<file path="config.mk">
export PLATFORM = sky130hd
export DESIGN_NAME = if_fetch_stage_flat
export DESIGN_NICKNAME = d
export VERILOG_FILES = /design/src/rtl/if_fetch_stage_if.sv /design/src/rtl/if_fetch_stage.sv /design/src/flat_wrapper.sv
export SDC_FILE = /design/constraint.sdc
export NUM_CORES = 1
export LEC_CHECK = 0
export ABC_AREA = 1
export CAP_MARGIN = 40
export CORE_ASPECT_RATIO = 1.25
export CORE_MARGIN = 2
export CORE_UTILIZATION = 30
export CTS_BUF_LIST = sky130_fd_sc_hd__clkbuf_8
export DETAILED_ROUTE_END_ITERATION = 16
export PLACE_DENSITY_LB_ADDON = 0.3
export SLEW_MARGIN = 20
export SYNTH_ARGS = -nofsm -noshare
export SYNTH_HDL_FRONTEND = slang
export SYNTH_SLANG_ARGS = --single-unit
</file>
<file path="constraint.sdc">
create_clock -name clk_IF -period 5.95 [get_ports clk_IF]
set_clock_uncertainty 0.1 [all_clocks]
set_input_delay 0.8925 -clock clk_IF [delete_from_list [all_inputs] [get_ports clk_IF]]
set_output_delay 0.8925 -clock clk_IF [all_outputs]
set_load 0.02 [all_outputs]
</file>
<file path="src/rtl/if_fetch_stage_if.sv">
// Instruction-memory fetch bus between the fetch stage and instruction memory.
// Single outstanding request: imem_req/imem_addr are held by the master until
// the slave answers with imem_ack (which may be combinational from imem_req).
//   imem_req   : master -> slave, fetch request
//   imem_addr  : master -> slave, word-aligned fetch address
//   imem_ack   : slave -> master, imem_rdata is valid this cycle
//   imem_rdata : slave -> master, fetched instruction word
interface if_fetch_stage_if;
    logic        imem_req;
    logic [31:0] imem_addr;
    logic        imem_ack;
    logic [31:0] imem_rdata;

    modport master (
        output imem_req,
        output imem_addr,
        input  imem_ack,
        input  imem_rdata
    );

    modport slave (
        input  imem_req,
        input  imem_addr,
        output imem_ack,
        output imem_rdata
    );
endinterface

</file>
<file path="src/rtl/if_fetch_stage.sv">
// Instruction-fetch stage. Owns the fetch PC, issues one outstanding fetch at a
// time on the imem bus and presents {PC, instruction, valid} to IF/ID.
// Ports:
//   clk_IF       : clock, rising edge
//   rst_IF       : asynchronous active-high reset
//   stall_IF     : hold the currently presented instruction
//   redirect_IF  : taken branch/jump, wins over stall_IF
//   target_IF    : redirect target, bits [1:0] ignored
//   imem         : fetch bus (master side)
//   PC_out_IF    : PC of the presented instruction
//   inst_out_IF  : presented instruction
//   valid_IF     : presented instruction is real; IF/ID enable is valid_IF & ~stall_IF
// Optional feature (macro IF_PERF_CNT_EN):
//   fetch_cnt_IF : consumed-instruction count, wraps
//   flush_cnt_IF : redirects taken in FETCH/HOLD/DISCARD, wraps
module if_fetch_stage #(
    parameter logic [31:0] RESET_PC = 32'h0000_0000
) (
    input  logic        clk_IF,
    input  logic        rst_IF,
    input  logic        stall_IF,
    input  logic        redirect_IF,
    input  logic [31:0] target_IF,
    if_fetch_stage_if.master imem,
    output logic [31:0] PC_out_IF,
    output logic [31:0] inst_out_IF,
    output logic        valid_IF
`ifdef IF_PERF_CNT_EN
    ,
    output logic [31:0] fetch_cnt_IF,
    output logic [31:0] flush_cnt_IF
`endif
);

    localparam logic [31:0] ResetPc = RESET_PC & 32'hFFFF_FFFC;
    localparam logic [31:0] Nop     = 32'h0000_0013;

    typedef enum logic [1:0] {
        StIdle,
        StFetch,
        StHold,
        StDiscard
    } state_e;

    state_e      state_q, state_d;
    logic [31:0] pc_q, pc_d;
    logic        req_q, req_d;
    logic [31:0] addr_q, addr_d;
    logic [31:0] pc_out_q, pc_out_d;
    logic [31:0] inst_q, inst_d;
    logic        valid_q, valid_d;
    logic        consume;
    logic        flush;
    logic [31:0] target;

    assign target = target_IF & 32'hFFFF_FFFC;

    always_comb begin
        state_d  = state_q;
        pc_d     = pc_q;
        req_d    = req_q;
        addr_d   = addr_q;
        pc_out_d = pc_out_q;
        inst_d   = inst_q;
        valid_d  = valid_q;
        consume  = 1'b0;
        flush    = 1'b0;

        unique case (state_q)
            StIdle: begin
                req_d   = 1'b1;
                state_d = StFetch;
                if (redirect_IF) begin
                    pc_d   = target;
                    addr_d = target;
                end else begin
                    addr_d = pc_q;
                end
            end

            // stall_IF has no effect here: nothing is presented yet.
            StFetch: begin
                if (redirect_IF) begin
                    flush = 1'b1;
                    pc_d  = target;
                    if (imem.imem_ack) begin
                        // Returned word is stale; re-issue at the target right away.
                        addr_d = target;
                    end else begin
                        // Address must stay stable until the stale ack drains.
                        state_d = StDiscard;
                    end
                end else if (imem.imem_ack) begin
                    inst_d   = imem.imem_rdata;
                    pc_out_d = addr_q;
                    valid_d  = 1'b1;
                    pc_d     = addr_q + 32'd4;
                    req_d    = 1'b0;
                    state_d  = StHold;
                end
            end

            StHold: begin
                if (redirect_IF) begin
                    flush   = 1'b1;
                    valid_d = 1'b0;
                    pc_d    = target;
                    addr_d  = target;
                    req_d   = 1'b1;
                    state_d = StFetch;
                end else if (!stall_IF) begin
                    consume = 1'b1;
                    valid_d = 1'b0;
                    addr_d  = pc_q;
                    req_d   = 1'b1;
                    state_d = StFetch;
                end
            end

            StDiscard: begin
                if (redirect_IF) begin
                    flush = 1'b1;
                    pc_d  = target;
                end
                if (imem.imem_ack) begin
                    // Ack data is dropped; the latest redirect target wins.
                    addr_d  = redirect_IF ? target : pc_q;
                    state_d = StFetch;
                end
            end

            default: state_d = StIdle;
        endcase
    end

    always_ff @(posedge clk_IF or posedge rst_IF) begin
        if (rst_IF) begin
            state_q  <= StIdle;
            pc_q     <= ResetPc;
            req_q    <= 1'b0;
            addr_q   <= ResetPc;
            pc_out_q <= 32'h0000_0000;
            inst_q   <= Nop;
            valid_q  <= 1'b0;
        end else begin
            state_q  <= state_d;
            pc_q     <= pc_d;
            req_q    <= req_d;
            addr_q   <= addr_d;
            pc_out_q <= pc_out_d;
            inst_q   <= inst_d;
            valid_q  <= valid_d;
        end
    end

    assign imem.imem_req  = req_q;
    assign imem.imem_addr = addr_q;
    assign PC_out_IF      = pc_out_q;
    assign inst_out_IF    = inst_q;
    assign valid_IF       = valid_q;

`ifdef IF_PERF_CNT_EN
    logic [31:0] fetch_cnt_q;
    logic [31:0] flush_cnt_q;

    always_ff @(posedge clk_IF or posedge rst_IF) begin
        if (rst_IF) begin
            fetch_cnt_q <= 32'h0000_0000;
            flush_cnt_q <= 32'h0000_0000;
        end else begin
            if (consume) fetch_cnt_q <= fetch_cnt_q + 32'd1;
            if (flush)   flush_cnt_q <= flush_cnt_q + 32'd1;
        end
    end

    assign fetch_cnt_IF = fetch_cnt_q;
    assign flush_cnt_IF = flush_cnt_q;
`else
    // Counter strobes only feed the optional performance counters.
    logic unused_perf;
    assign unused_perf = consume ^ flush;
`endif

endmodule

</file>
<file path="src/flat_wrapper.sv">
// flat-port wrapper written by rule: the top's interface ports become plain ports
module if_fetch_stage_flat 
#(
    parameter logic [31:0] RESET_PC = 32'h0000_0000
)
  (clk_IF, rst_IF, stall_IF, redirect_IF, target_IF, PC_out_IF, inst_out_IF, valid_IF, imem_imem_req, imem_imem_addr, imem_imem_ack, imem_imem_rdata);
  if_fetch_stage_if imem_i ();
  input  logic clk_IF;
  input  logic rst_IF;
  input  logic stall_IF;
  input  logic redirect_IF;
  input  logic [31:0] target_IF;
  output logic [31:0] PC_out_IF;
  output logic [31:0] inst_out_IF;
  output logic valid_IF;
  output wire logic [$bits(imem_i.imem_req)-1:0] imem_imem_req;
  output wire logic [$bits(imem_i.imem_addr)-1:0] imem_imem_addr;
  input wire logic [$bits(imem_i.imem_ack)-1:0] imem_imem_ack;
  input wire logic [$bits(imem_i.imem_rdata)-1:0] imem_imem_rdata;
  assign imem_imem_req = imem_i.imem_req;
  assign imem_imem_addr = imem_i.imem_addr;
  assign imem_i.imem_ack = imem_imem_ack;
  assign imem_i.imem_rdata = imem_imem_rdata;
  if_fetch_stage #(.RESET_PC(RESET_PC)) u_core (.clk_IF(clk_IF), .rst_IF(rst_IF), .stall_IF(stall_IF), .redirect_IF(redirect_IF), .target_IF(target_IF), .imem(imem_i), .PC_out_IF(PC_out_IF), .inst_out_IF(inst_out_IF), .valid_IF(valid_IF));
endmodule
</file>
# Yosys cells after proc, flatten, opt, wreduce, memory -nomap -nowiden
# Index checks and enable logic that the tools add are counted.
[word_totals] in_bits=69 regBits=132 wordCells=55
[classes] n_reduce_logical=9 add_sub_neg=1 bitwise_logic=1 eq_ne=10 muxes=27
[op_table] op="32-bit two-way mux" count=8
[op_table] op="32-bit case mux with 4 select lines" count=1
[op_table] op="32-bit case mux with 2 select lines" count=1
[op_table] op="32-bit by 3-bit adder with 32-bit output, second input constant" count=1
[op_table] op="4-bit AND reduction" count=4
[op_table] op="2-bit two-way mux" count=6
[op_table] op="3-bit inequality test, second input constant" count=3
[op_table] op="1-bit two-way mux" count=8
[op_table] op="2-bit inequality test, second input constant" count=4
[op_table] op="2-bit case mux with 4 select lines" count=1
[op_table] op="2-bit == test, second input constant" count=2
[op_table] op="1-bit case mux with 3 select lines" count=1
[op_table] op="3-bit AND reduction" count=1
[op_table] op="3-bit nonzero test" count=1
[op_table] op="3-bit OR reduction" count=1
[op_table] op="2-bit by 1-bit == test with 1-bit output, second input constant" count=1
[op_table] op="2-bit zero test" count=1
[op_table] op="1-bit case mux with 2 select lines" count=1
[op_table] op="2-bit nonzero test" count=1
[op_table] op="1-bit NOT" count=1

# Depth between registers and ports, before layout
# Gate-level depths: netlist of run 1.
[logic_depth] word_depth=4 ltp_mapped=11 ltp_nobuf=10

# Least setup slack after synthesis of run 1
# OpenSTA, ideal clock, no wires.
[synth_path] kind="input -> register" start="input port redirect_IF" end="register u_core.addr_q[5], in the netlist u_core.imem.imem_addr[5]" setup_ns=0.127 path_buffers=2 stages=7 arrival_time_ns=1.907 path_slack_ns=3.816 cell_sequence="buf_2 inv_4 nand2_1 buf_2 mux2_2 nand2_1 o21ai_0"
[synth_via] elab_chain_len=3 word_cells_on_any_way=7 cone_classes="eq/ne: 2; mux: 4; reduce/logical: 1"
[synth_rtl] item="start: declaration" line="flat_wrapper.sv:11" rtl="input logic redirect_IF;"
[synth_rtl] item="32-bit two-way mux"
[synth_rtl] item="32-bit two-way mux" line="if_fetch_stage.sv:125" rtl="if (imem.imem_ack) begin"
[synth_rtl] item="32-bit case mux with 4 select lines" line="if_fetch_stage.sv:69" rtl="unique case (state_q)"
[synth_rtl] item="end signal: assignment" line="if_fetch_stage.sv:141" rtl="addr_q <= ResetPc;"
[synth_rtl] item="end signal: assignment" line="if_fetch_stage.sv:149" rtl="addr_q <= addr_d;"
[synth_rtl] item="end: declaration" line="if_fetch_stage.sv:48" rtl="logic [31:0] addr_q, addr_d;"
# Several ways; a longest one is shown, not always the timed one. The select of a mux whose other input is x is not followed.
# A chain may end at the register's enable or synchronous reset.

# Worst setup path in the final report of run 1
[layout_path] start="input port redirect_IF" end="register u_core.pc_q[31]"
[layout_via] elab_chain_len=2 word_cells_on_any_way=4 cone_classes="eq/ne: 1; mux: 3"
[layout_rtl] item="32-bit two-way mux, on equally long branches"
[layout_rtl] item="32-bit case mux with 2 select lines" line="if_fetch_stage.sv:69"
[layout_rtl] item="end signal: assignment" line="if_fetch_stage.sv:139" rtl="pc_q <= ResetPc;"
[layout_rtl] item="end signal: assignment" line="if_fetch_stage.sv:147" rtl="pc_q <= pc_d;"
[layout_rtl] item="end: declaration" line="if_fetch_stage.sv:46" rtl="logic [31:0] pc_q, pc_d;"
# Several ways; a longest one is shown, not always the timed one.

==> results of run 1 <==
synthesized netlist by cell type (5+ instances only):
cell type | n | area [um2]
clkbuf_1 | 6 | 22.5
inv_1 | 64 | 240
a21oi_1 | 55 | 275
a31oi_1 | 5 | 31.3
xor2_1 | 8 | 70.1
nor2_1 | 99 | 372
dfrtp_1 | 129 | 3230
o21ai_1 | 13 | 65.1
nand2_1 | 269 | 1010
o21ai_0 | 72 | 360
buf_2 | 22 | 110
buf_4 | 8 | 60.1
o22ai_1 | 5 | 31.3
nor3_1 | 6 | 30.0
nand3_1 | 32 | 160
power by group:
group / switching [mW] / leakage [nW] / internal (mW)
combinational: 1.33 / 2.18 / 0.957
clock: 0.392 / 0.208 / 0.431
sequential: 0.346 / 1.60 / 1.32
total: 2.07 / 3.99 / 2.71
cells by family (layout without fill, tap and decap cells):
| logic type | Yosys count | in the layout | synth area share |
|---|---|---|---|
| buf+inv | 108 | 275 | 0.0737 |
| fa+ha+maj | 1 | 1 | 0.00196 |
| compound gates | 157 | 157 | 0.128 |
| xor+xnor | 8 | 8 | 0.0110 |
| simple gates | 418 | 418 | 0.260 |
| flops | 132 | 132 | 0.518 |
| mux | 4 | 4 | 0.00705 |
area by class of cell:
cell class | instances | area (um2) | area share
tap | 274 | 343 | 0.0392
sequential | 132 | 3310 | 0.378
inverter | 69 | 269 | 0.0308
clock buffer | 18 | 248 | 0.0283
timing repair buffer | 174 | 1780 | 0.204
clock inverter | 14 | 178 | 0.0203
multi-input combinational | 588 | 2610 | 0.299
placed cells by master, fill, tap and decap left out, drive strengths merged:
cell type / netlist / final
inv: 69 / 72
o211ai: 2 / 2
clkdlybuf4s50: 0 / 164
clkinv: 0 / 5
clkinvlp: 0 / 3
dfrtp: 129 / 129
nor2: 105 / 105
buf: 31 / 10
nand3: 32 / 32
clkbuf: 8 / 18
xor2: 8 / 8
o311ai: 1 / 1
nand4: 4 / 4
a22oi: 1 / 1
mux2: 4 / 4
o22ai: 5 / 5
o21ai: 85 / 85
a21oi: 55 / 55
a211oi: 2 / 2
a31oi: 5 / 5
nand2: 271 / 271
bufinv: 0 / 3
o221ai: 1 / 1
dfstp: 3 / 3
ha: 1 / 1
nor3: 6 / 6
worst min-delay path by stage:
stage | to | slack [ns] | cells past startpoint
6_report | u_core.inst_out_IF[1] | 0.37 | 2
5_1_grt | u_core.inst_out_IF[4] | 0.40 | 2
4_1_cts | u_core.inst_out_IF[1] | 0.38 | 2
3_5_place_dp | u_core.inst_out_IF[1] | 0.36 | 2
3_3_place_gp | u_core.inst_out_IF[0] | 0.35 | 2
2_1_floorplan | u_core.pc_q[15] | 0.35 | 2
sequential cells by signal (all words and copies together) (netlist names):
register               cells
u_core.pc_q               32
u_core.inst_out_IF        32
u_core.state_q             2
u_core.valid_IF            1
u_core.PC_out_IF          32
u_core.imem.imem_addr     32
u_core.imem.imem_req       1
per-stage QoR:
step	std cells	util
finish	1269	0.418
global route	1269	0.418
CTS	1267	0.416
detailed placement	1235	0.396
global placement	1233	0.393
floorplan	828	-
critical path: cells and delay by family:
family | cells | cell delay, ns
simple gates | 5 | 0.78
buf+inv | 5 | 1.91
layer usage:
metal / track usage / vias up
li1: - / 2957
met4: 0.0494 / 0
met3: 0.0551 / 26
met1: 0.215 / 2804
met5: 0 / -
met2: 0.296 / 185
==> reports/metrics.yaml, run 1 <==
timing:
  fin_hold_ws_ns: 0.375
  slew_headroom: 0.550
  setup_tns_ns: 0
  finalCriticalPeriod_ns: 3.33
  hold_viol: 0
  setup_slack_ns: 2.62
  worstMarginPinSlew_ns: 0.675
  period_share: 0.559
  max_freq_ghz: 0.301
  setup_violations: 0
  rsz0062_at_grt: "false"
  maxSlewViolCount: 0
layout:
  fin_nets: 1052
  final_layout_size_suffix_gt1_frac: 0.0633
  finalInstanceArea_um2: 8740
  syn_to_final_growth_pct: 36.9
  n_antenna_cell: 0
  fillCellCount: 2135
clock_network:
  clock-sinks: 132
  insertion_delay_ns: 0.45
  cts_hold_buf: 0
  post_cts_buffers: 0
  cts_buffer_depth: 2
  cts_resized: 0
  cts_tree: "built"
  cts_buffers: 17
  cts-root-buf: "clkbuf_8"
  h-tree-depth: 4
  cts.clk_slew.worst_paths_ns: 0.08
power:
  p_total_mw: 4.78
  ir_drop_uv: 259
  leakage_nw: 3.99
  p_per_area_nw_per_um2: 547
placement:
  placed_area_um2: 8270
  dp_hpwl_mm: 13.2
  routabilityCongestion: 0.878
  io_buffer_count: 164
  dp_slack_ns: 2.15
detailed_routing:
  firstDrtPassIters: 5
  wirelength_mm: 19.2
  vias: 5972
  ant_nets: 0
  avgRoutedWirePerCell_um: 15.1
  wl_met2_mm: 9.48
  top_layer: "met4"
  drc: 0
  wl_met3_mm: 1.30
  drt-initial-drc-count: 338
  wl_met1_mm: 8.10
  avgViaCountPerCell: 4.71
synthesis:
  synth.yosys.seq_area_share: 0.518
  syn_nets: 898
  synthArstFlopShare: 1.00
  syn_inst: 828
  synthDistinctLibCells: 32
  synth_warnings: 0
  syn_area_um2: 6380
  synth_edf_count: 0
  syn_avg_cell_area_um2: 7.71
  ys.flop_type: "dfrtp_1"
  ys_ff_latch: 132
min_path:
  hold_path.startpoint: "u_core.inst_out_IF[1]"
  worst_hold_path_type: "reg -> reg"
global_route:
  antenna_found_initial: 0
  grt_pass1_wl_mm: 31.0
  grt_util_all_layers: 0.175
  grt_max_degree: 83
  grt_pass1_vias: 5764
  grt.overflow.total: 0
critical_path:
  crit_slowest_cell: "clkdlybuf4s50_1"
  cp-start-kind: "input port"
  crit_chain: "clkdlybuf4s50_1 > inv_4 > nand2_4 > inv_4 > nand2_4 > buf_4 > buf_16 > nor2_1 > nand4_1 > nand3_1"
  ff2ff_setup_slack_ns: 3.33
  crit_start: "redirect_IF"
  critPathCapture: "u_core.pc_q[31]"
  path_class: "in -> reg"
  reg2reg_from: "u_core.state_q[0]"
  cp_max_fo: 69
  arrival_ns: 3.61
  cp.required_ns: 6.24
  reg2reg_to: "u_core.pc_q[31]"
  cp-end-kind: "register"
  critPathMaxStageDelay_ns: 0.59
  rr_worst_depth: 10
floorplanning:
  rows: 59
  core_um2: 20900
  initial_utilization: 0.306
  die-area_um2: 22500
  die_w_um: 134
  ioPinCount: 167
  die_h_um: 167
outcome:
  status: "finished clean"
flow_run:
  maxCapViolations: 0
(Power assumes the default switching activity.)
==> run 2, diff against run 1 <==
Clock period 5.95 ns to 2.8 ns, I/O delays scaled along.
==> reports/metrics.yaml, run 2 (synthesis gave the netlist of run 1 again) <==
critical_path:
  critPathTopFamily: "buffers and inverters"
  cp_max_fo: 6
  path_class: "reg -> out"
  arrival_ns: 1.69
  crit_chain: "clkdlybuf4s50_1"
  crit_slowest_cell: "clkdlybuf4s50_1"
  cp-end-kind: "primary output"
  critPathMaxStageDelay_ns: 0.69
  cp-start-kind: "register"
  cp.required_ns: 2.28
  path_buf_inv: 1
detailed_routing:
  vias: 5976
  drt-initial-drc-count: 347
  wirelength_mm: 19.3
  ant_nets: 0
  avgViaCountPerCell: 4.68
  drc: 0
  avgRoutedWirePerCell_um: 15.1
  firstDrtPassIters: 5
timing:
  period_share: 0.789
  rsz0062_at_grt: "false"
  setup_violations: 0
  finalCriticalPeriod_ns: 2.21
  setup_slack_ns: 0.590
  hold_viol: 0
  worstMarginPinSlew_ns: 0.727
  maxSlewViolCount: 0
  slew_headroom: 0.514
  setup_tns_ns: 0
  max_freq_ghz: 0.452
floorplanning:
  core_um2: 20900
  rows: 59
  die_w_um: 134
  initial_utilization: 0.306
  die_h_um: 167
  ioPinCount: 167
  die-area_um2: 22500
global_route:
  grt_pass1_vias: 5947
  grt_util_all_layers: 0.180
  grt_max_degree: 105
  grt.overflow.total: 0
  grt_pass1_wl_mm: 31.7
  antenna_found_initial: 0
placement:
  io_buffer_count: 164
  dp_slack_ns: 0.357
  routabilityCongestion: 0.850
  dp_hpwl_mm: 13.5
layout:
  most-common-layout-cells: "269 x nand2_1, 164 x clkdlybuf4s50_1, 129 x dfrtp_1, 99 x nor2_1, 72 x o21ai_0"
  mostFrequentLayoutCell: "nand2_1"
  fin_nets: 1060
  final_layout_size_suffix_gt1_frac: 0.0698
  syn_to_final_growth_pct: 37.0
  n_antenna_cell: 0
power:
  power_switching_share: 0.438
  p_seq_frac: 0.353
  ir_drop_uv: 562
  pwr-share-comb: 0.483
  p_per_area_nw_per_um2: 1150
  netSwitchingPower_mw: 4.40
  internal_power_mw: 5.65
  power_frac_clock: 0.164
  leakage_nw: 3.99
clock_network:
  cts_buffer_depth: 2
  insertion_delay_ns: 0.46
  clock-sinks: 132
  cts_hold_buf: 0
  cts_buffers: 17
  post_cts_buffers: 0
  cts_resized: 0
  h-tree-depth: 4
  cts_tree: "built"
  cts-root-buf: "clkbuf_8"
  cts.clk_slew.worst_paths_ns: 0.09
flow_run:
  maxCapViolations: 0
min_path:
  worst_hold_path_type: "in -> async"
outcome:
  status: "finished clean"
==> run 2: through the flow <==
| stage | util | cell area [um2] | total power, mW | hold slack, ns | cells |
|---|---|---|---|---|---|
| after floorplan | - | 6390 | 6.28 | 0.350 | 828 |
| after global placement | 0.400 | 8360 | 8.41 | 0.354 | 1245 |
| after detailed placement | 0.400 | 8360 | 8.47 | 0.361 | 1245 |
| after CTS | 0.419 | 8750 | 10.2 | 0.331 | 1277 |
| after global routing | 0.419 | 8750 | 10.8 | 0.366 | 1277 |
| final | 0.419 | 8750 | 10.0 | 0.325 | 1277 |
==> run 2: final timing paths <==
path	from	endpoint	slack, ns	cells past startpoint
setup / recovery	u_core.imem.imem_addr[2]	imem_imem_addr[2]	0.59	1
hold / removal	rst_IF	u_core.pc_q[28]	0.33	2
setup reg to reg	u_core.imem.imem_addr[2]	u_core.pc_q[30]	0.69	9
hold reg to reg	u_core.inst_out_IF[0]	u_core.inst_out_IF[0]	0.37	2
max in group asynchronous	rst_IF	u_core.inst_out_IF[0]	1.61	3
min in group clk_IF	imem_imem_rdata[4]	u_core.inst_out_IF[4]	0.35	3
==> run 2: power groups by stage <==
stage | clock, mW | combinational [mW] | sequential (mW)
after global routing | 1.78 | 5.39 | 3.68
final | 1.65 | 4.85 | 3.55
after detailed placement | 0 | 4.90 | 3.57
after global placement | 0 | 4.85 | 3.56
after CTS | 1.69 | 4.92 | 3.56
after floorplan | 0 | 2.08 | 4.20
==> run 2: cell type report <==
type	count	area, um2
Fill cell	2175	12100
Sequential cell	132	3310
Multi-Input combinational cell	588	2610
Timing Repair Buffer	182	1830
Tap cell	274	343
Inverter	69	268
Clock buffer	17	234
Clock inverter	15	158
==> run 2: per-layer routing <==
layer	vias up	global-route usage	routed length (um)
met5	-	0	0
met4	0	0.0796	602
met3	42	0.0581	1450
met2	191	0.285	9000
met1	2773	0.225	8250
li1	2970	-	-
==> run 3, diff against run 2 <==
Clock period 2.8 ns to 2.15 ns, I/O delays scaled along.
==> reports/metrics.yaml, run 3 (synthesis gave the netlist of run 1 again) <==
outcome:
  status: "finished clean"
global_route:
  antenna_found_initial: 0
  grt_pass1_vias: 5948
  grt.overflow.total: 0
  grt_pass1_wl_mm: 31.4
  grt_max_degree: 57
  grt_util_all_layers: 0.179
critical_path:
  crit_start: "u_core.imem.imem_addr[21]"
  crit_slowest_cell: "clkdlybuf4s50_1"
  critPathTopFamily: "buffers and inverters"
  cp.required_ns: 1.73
  cp_max_fo: 7
  reg2reg_from: "u_core.imem.imem_addr[2]"
  path_buf_inv: 1
  cp-start-kind: "register"
  crit_chain: "clkdlybuf4s50_1"
  path_class: "reg -> out"
  arrival_ns: 1.63
  cp-end-kind: "primary output"
  critPathMaxStageDelay_ns: 0.68
timing:
  finalCriticalPeriod_ns: 2.05
  period_share: 0.955
  worstMarginPinSlew_ns: 0.387
  max_freq_ghz: 0.487
  maxSlewViolCount: 0
  setup_tns_ns: 0
  slew_headroom: 0.741
  setup_violations: 0
  hold_viol: 0
  rsz0062_at_grt: "false"
clock_network:
  cts_hold_buf: 0
  cts_tree: "built"
  cts-root-buf: "clkbuf_8"
  h-tree-depth: 4
  cts.clk_slew.worst_paths_ns: 0.08
  cts_buffers: 17
  cts_buffer_depth: 2
  post_cts_buffers: 0
  clock-sinks: 132
  cts_resized: 0
  insertion_delay_ns: 0.46
floorplanning:
  rows: 59
  die_h_um: 167
  core_um2: 20900
  initial_utilization: 0.306
  die-area_um2: 22500
  die_w_um: 134
  ioPinCount: 167
layout:
  fin_nets: 1069
  mostFrequentLayoutCell: "nand2_1"
  most-common-layout-cells: "269 x nand2_1, 164 x clkdlybuf4s50_1, 129 x dfrtp_1, 99 x nor2_1, 72 x o21ai_0"
  final_layout_size_suffix_gt1_frac: 0.0791
  finalInstanceArea_um2: 8880
  n_antenna_cell: 0
  syn_to_final_growth_pct: 39.2
placement:
  routabilityCongestion: 0.839
  io_buffer_count: 164
  placed_area_um2: 8470
  dp_hpwl_mm: 13.7
detailed_routing:
  avgRoutedWirePerCell_um: 14.9
  drt-initial-drc-count: 336
  firstDrtPassIters: 5
  avgViaCountPerCell: 4.57
  ant_nets: 0
  wirelength_mm: 19.2
  drc: 0
  vias: 5874
flow_run:
  maxCapViolations: 0
power:
  ir_drop_uv: 728
  p_per_area_nw_per_um2: 1500
  leakage_nw: 4.06
min_path:
  worst_hold_path_type: "in -> async"
run 3: cell types whose count changed in the layout (fill, tap and decap cells not counted):
cell	previous run	this run
buf_4	14	19
buf_12	4	8
clkbuf_8	17	19
clkinv_2	2	1
inv_1	64	63
run 3: area by class of cell:
type / count / area [um2]
Fill cell: 2133 / 12000
Multi-Input combinational cell: 588 / 2610
Clock buffer: 19 / 262
Timing Repair Buffer: 191 / 1940
Sequential cell: 132 / 3310
Clock inverter: 13 / 149
Inverter: 69 / 268
Tap cell: 274 / 343
run 3: worst paths after layout:
| kind | cells after the start | slack (ns) | end |
|---|---|---|---|
| worst max-delay path | 1 | 0.1 | imem_imem_addr[21] |
| worst min-delay path | 2 | 0.1 | u_core.PC_out_IF[25] |
| worst max register to register | 10 | 0.21 | u_core.pc_q[24] |
| worst min register to register | 2 | 0.37 | u_core.inst_out_IF[4] |
| max in group asynchronous | 3 | 1.23 | u_core.PC_out_IF[14] |
| min in group clk_IF | 3 | 0.26 | u_core.inst_out_IF[0] |
run 3: power by group:
group	internal, mW	switching, mW
combinational	2.79	3.72
clock	1.11	1.08
sequential	3.67	0.930
run 3: metal layers:
layer | vias to the layer above | GRT usage | wire, um | share of wire
met2 | 165 | 0.298 | 9300 | 0.48
li1 | 2981 | - | - | -
met3 | 25 | 0.0518 | 1340 | 0.070
met5 | - | 0 | 0 | 0
met4 | 0 | 0.0558 | 284 | 0.015
met1 | 2703 | 0.223 | 8300 | 0.43
run 3: stage by stage:
| stage | hold WS [ns] | cells | worst slack [ns] | total power, mW | utilization |
|---|---|---|---|---|---|
| finish | 0.0981 | 1286 | 0.0962 | 13.3 | 0.425 |
| detailed placement | 0.362 | 1254 | 0.106 | 11.2 | 0.406 |
| floorplan | 0.313 | 828 | 0.0928 | 8.18 | - |
| global placement | 0.354 | 1254 | 0.130 | 11.1 | 0.406 |
| global route | 0.111 | 1286 | 0.0168 | 14.3 | 0.425 |
| CTS | 0.0892 | 1286 | 0.0533 | 13.5 | 0.425 |
